`config.mk`:
```
export PLATFORM = sky130hd
export DESIGN_NAME = display_scan_mux
export DESIGN_NICKNAME = d
export VERILOG_FILES = /design/src/rtl/display_scan_mux.sv
export SDC_FILE = /design/constraint.sdc
export NUM_CORES = 1
export LEC_CHECK = 0
export ABC_AREA = 1
export BUFFER_PORTS_ARGS = -buffer_cell sky130_fd_sc_hd__buf_2
export CAP_MARGIN = 10
export CORE_MARGIN = 10
export CORE_UTILIZATION = 30
export CTS_BUF_LIST = sky130_fd_sc_hd__clkbuf_2 sky130_fd_sc_hd__clkbuf_4 sky130_fd_sc_hd__clkbuf_8
export DETAILED_ROUTE_END_ITERATION = 7
export GPL_TIMING_DRIVEN = 1
export PLACE_DENSITY = 0.57
export SETUP_SLACK_MARGIN = 0.4
export SLEW_MARGIN = 20
export SYNTH_ARGS = -nofsm -noshare
export SYNTH_HDL_FRONTEND = slang
export SYNTH_SLANG_ARGS = --single-unit
export TNS_END_PERCENT = 5
```
`constraint.sdc`:
```
create_clock -name clk -period 2 [get_ports clk]
set_input_delay 0.2 -clock clk [delete_from_list [all_inputs] [get_ports clk]]
set_output_delay 0.2 -clock clk [all_outputs]
set_load 0.02 [all_outputs]
```
`src/rtl/display_scan_mux.sv`:
```
// rtl/display_scan_mux.sv - four-digit 7-segment scan multiplexer with frame-synchronous data commit
// Feeds the BCD decoder's val input and drives anodes/decimal point one clock later to match its register.
module display_scan_mux #(
  parameter int DIV = 50000
) (
  input  logic        clk,
  input  logic        rst_n,
  input  logic [15:0] data,
  input  logic [3:0]  dp_in,
  input  logic        load,
  input  logic        blank_lz,
  output logic [3:0]  val,
  output logic [3:0]  an,
  output logic        dp_n,
  output logic        upd
);

  localparam int              CW      = (DIV > 2) ? $clog2(DIV) : 1;
  localparam logic [CW-1:0]   CNT_MAX = CW'(DIV - 1);

  logic [CW-1:0] cnt_q,   cnt_d;
  logic [1:0]    idx_q,   idx_d;
  logic [15:0]   disp_q,  disp_d;
  logic [3:0]    dmask_q, dmask_d;
  logic [15:0]   pend_q,  pend_d;
  logic [3:0]    pmask_q, pmask_d;
  logic          pv_q,    pv_d;
  logic [3:0]    val_q,   val_d;
  logic [3:0]    an_q,    an_d;
  logic          dp_n_q,  dp_n_d;
  logic          upd_q,   upd_d;

  logic tick;
  logic boundary;
  logic blank_cur;

  always_comb begin
    tick     = (cnt_q == CNT_MAX);
    boundary = tick && (idx_q == 2'd3);
    cnt_d    = tick ? '0 : cnt_q + 1'b1;
    idx_d    = tick ? idx_q + 2'd1 : idx_q;

    disp_d   = disp_q;
    dmask_d  = dmask_q;
    pend_d   = pend_q;
    pmask_d  = pmask_q;
    pv_d     = pv_q;
    upd_d    = 1'b0;

    // Data only reaches the display register at a frame boundary so a frame never mixes two words.
    if (boundary) begin
      if (load) begin
        disp_d  = data;
        dmask_d = dp_in;
        pv_d    = 1'b0;
        upd_d   = 1'b1;
      end else if (pv_q) begin
        disp_d  = pend_q;
        dmask_d = pmask_q;
        pv_d    = 1'b0;
        upd_d   = 1'b1;
      end
    end else if (load) begin
      pend_d  = data;
      pmask_d = dp_in;
      pv_d    = 1'b1;
    end

    // val looks ahead at next-state idx/disp so the decoder output lands with the new anode.
    val_d = disp_d[{idx_d, 2'b00} +: 4];

    unique case (idx_q)
      2'd1:    blank_cur = blank_lz && (disp_q[15:4]  == 12'h000);
      2'd2:    blank_cur = blank_lz && (disp_q[15:8]  == 8'h00);
      2'd3:    blank_cur = blank_lz && (disp_q[15:12] == 4'h0);
      default: blank_cur = 1'b0;
    endcase

    an_d   = blank_cur ? 4'b1111 : ~(4'b0001 << idx_q);
    dp_n_d = blank_cur | ~dmask_q[idx_q];
  end

  always_ff @(posedge clk or negedge rst_n) begin
    if (!rst_n) begin
      cnt_q   <= '0;
      idx_q   <= 2'd0;
      disp_q  <= 16'h0000;
      dmask_q <= 4'h0;
      pend_q  <= 16'h0000;
      pmask_q <= 4'h0;
      pv_q    <= 1'b0;
      val_q   <= 4'h0;
      an_q    <= 4'b1111;
      dp_n_q  <= 1'b1;
      upd_q   <= 1'b0;
    end else begin
      cnt_q   <= cnt_d;
      idx_q   <= idx_d;
      disp_q  <= disp_d;
      dmask_q <= dmask_d;
      pend_q  <= pend_d;
      pmask_q <= pmask_d;
      pv_q    <= pv_d;
      val_q   <= val_d;
      an_q    <= an_d;
      dp_n_q  <= dp_n_d;
      upd_q   <= upd_d;
    end
  end

  assign val  = val_q;
  assign an   = an_q;
  assign dp_n = dp_n_q;
  assign upd  = upd_q;

endmodule

```
==> flow_summary.toml <==
[worst_setup_path]
path_class = "reg2reg"
rr_startpoint = "idx_q[1]"
start_kind = "register"
crit_slowest_cell = "dfrtp_1"
worstPathMaxFanout = 6
cp_data_required_time_ns = 2.26
path_cells = "ha_1, inv_1, nor2_4, nand2_1, nand2_1, nand2_1, nand3_1, nand2_1"
crit_top_cell = "nand2_1"
end_kind = "register"
startpoint = "idx_q[1]"
cp_data_arrival_time_ns = 1.90
slowest_delay_ns = 0.43

[cts]
cts_tree = "done"
h-tree-depth = 3
clk_latency_ns = 0.36
clk_root_buffer_cell = "clkbuf_8"
clock_sinks = 69
clkTransAtPathRegs_ns = 0.09
cts_buffers = 9
clockBufferDepth = 2

[timing]
max-slew-margin-rel = 0.741
rsz0062_at_grt = "yes"
final.setup.tns_ns = 0
hold_ws_ns = 0.0883
worst_slack_ns = 0.359
drv_slew = 0
maxClockFrequency_mhz = 609
final-hold-violation-count = 0
worst_pin_slew_ns = 0.388
fin_crit_ns = 1.64
finalSetupViolCount = 0
post-route-period-util = 0.821
fin_skew_ns = 0.0149

[synthesis]
synth_top_family_by_area = "simple AND/OR/NAND/NOR gates"
yosys-top-cells-area = "dfrtp_1 45%, nand2_1 15%, nand3_1 7.3%, nor2_1 4.8%, inv_1 4.1%"
avgSynthCellArea_um2 = 7.85
yosysSeqAreaShare = 0.489
syn_nets = 480
synthAdderAreaFrac = 0.0177
syn_inst = 451
ys_top_cells_by_count = "138 x nand2_1, 64 x dfrtp_1, 52 x nand3_1"
synth_ff_type = "dfrtp_1"
yosysUniqueCellTypes = 36
synth_top_cell_by_area = "dfrtp_1"
ys_ff_latch = 69
yosysMostFrequentCell = "nand2_1"
netlist.area_leader.share = 0.452
synth-xor-area-share = 0.0173
synth-compound-area-share = 0.0657
synth_edf_count = 0
ys_warn_count = 0
syn_area_um2 = 3540
synth.area.mux_share = 0.00848
async_flop_share = 1.00
synthSimpleGateAreaFrac = 0.327

[grt]
grt_first_pass_wirelength_um = 15100
grt_antenna_before_repair = 0
grt_max_degree = 70
grt-ovfl-total = 0
grt_pass1_vias = 3006
grtUsageTotal = 0.112

[job]
max-cap-violations = 0

[drt]
wl_per_cell_um = 13.8
drt_first_pass_iters = 4
totalWireLength_um = 9060
vias_per_cell = 4.68
drt_iter0_drc = 313
drcViolationCount = 0
ant_nets = 0
num_vias = 3067

[power_and_ir_drop]
p_comb_frac = 0.071
leakagePower_nw = 2.13
clkPwrFrac = 0.389
p_sw_frac = 0.271
power_density_nw_per_um2 = 630
intPower_mw = 1.96
pwr-share-seq = 0.540
vdd_drop_max_v = 0.000381
p_sw_uw = 728

[finish]
stdcell_area_um2 = 4270
instances_no_fill = 655
fin_nets = 536
antenna-diode-count = 0
synthToLayoutAreaGrowth_pct = 20.6
n_fill_cell = 1171
drive_gt1_frac = 0.221

[die]
rows = 39
floorplan.initialDensity = 0.309
design.core.area_um2 = 11500
die_area_um2 = 16500
ios = 34
die_w_um = 129
fp.dieH_um = 129

[place]
dpl-instance-area_um2 = 3930
dp_cells = 629
gp_congestion = 0.826
hpwl_um = 6610
portBuffers = 33
pre_cts_slack_ns = 0.147

[worst_hold_path]
hold_class = "in2reg"
min_from = "dp_in[0]"

[outcome]
status = "finished clean"
registers in the layout (all words and copies together) (netlist names), 2 cells and up:
| name | count |
|---|---|
| pend_q | 16 |
| dmask_q | 4 |
| idx_q | 2 |
| disp_q | 16 |
| an | 4 |
| cnt_q | 16 |
| val | 4 |
| pmask_q | 4 |
path summary, 6_finish.rpt:
kind	endpoint	slack (ns)	cells past startpoint
hold reg to reg	pend_q[2]	0.47	2
setup / recovery	val[2]	0.36	8
min in group asynchronous	pend_q[6]	0.39	3
max in group asynchronous	an[2]	1.28	3
hold / removal	pmask_q[0]	0.09	3
setup reg to reg	val[2]	0.36	8
kinds of logic (layout without fill, tap and decap cells):
logic type	after synthesis	in the layout
flip-flops	69	69
buffers and inverters	61	121
adder cells (fa/ha/maj)	5	5
XOR/XNOR	7	7
AND/OR/NAND/NOR	263	264
AO/OA/AOI/OAI	43	43
multiplexers	3	3
worst max-delay path, delay by kind of cell, from the launching register on:
family	cells	cell delay [ns]
flops	1	0.43
simple gates	6	0.58
buf+inv	1	0.14
fa+ha+maj	1	0.38
per-stage QoR:
stage	total power, mW	utilization
detailed placement	1.67	0.342
floorplan	1.58	-
CTS	2.73	0.372
global route	2.81	0.372
finish	2.69	0.372
global placement	1.67	0.342
layout make-up:
cell class	instances	area (um^2)	share of cell area
Clock buffer	9	124	0.0290
Tap cell	143	179	0.0419
Multi-Input combinational cell	322	1630	0.381
Sequential cell	69	1730	0.406
Timing Repair Buffer	57	375	0.0879
Clock inverter	7	50.0	0.0117
Inverter	48	180	0.0422
what timing repair did:
item / CTS / global route
resized for setup: 19 / 2
setup endpoints to repair: 34 / 39
hold endpoints to repair: 64 / 0
pin swaps: 8 / 1
hold buffers: 1 / 0
setup buffers: 8 / 0
gates cloned: 1 / 0
placed cells by master (no fill, tap or decap), types with 4 or more instances in the layout:
cell type	netlist	routed
dfrtp_1	64	64
dfstp_2	5	5
o21ai_1	5	5
buf_2	4	33
nand4_1	5	5
ha_1	5	4
buf_6	3	4
a31oi_1	8	8
xor2_1	5	5
inv_1	39	39
nand3_1	52	51
clkbuf_8	0	9
inv_2	8	8
nor2_1	45	41
a21oi_1	11	11
nor2_2	4	6
nand2_1	138	135
nand2_2	4	5
buf_4	2	18
o21ai_0	16	16
metal layers:
layer	part of all wire	global-route usage	routed length (um)	vias up
met5	0	0	0	-
met4	0.017	0.0393	157	0
met3	0.064	0.0386	577	15
met2	0.44	0.164	4000	61
met1	0.48	0.151	4330	1440
li1	-	-	-	1551
power by group through the flow:
stage | Combinational [mW] | Sequential (mW) | Clock (mW)
after global placement | 0.189 | 1.48 | 0
final | 0.191 | 1.45 | 1.05
after detailed placement | 0.191 | 1.48 | 0
after floorplan | 0.102 | 1.48 | 0
after CTS | 0.196 | 1.45 | 1.08
after global routing | 0.221 | 1.46 | 1.13
Note: power is estimated with default switching activity, not from simulation.
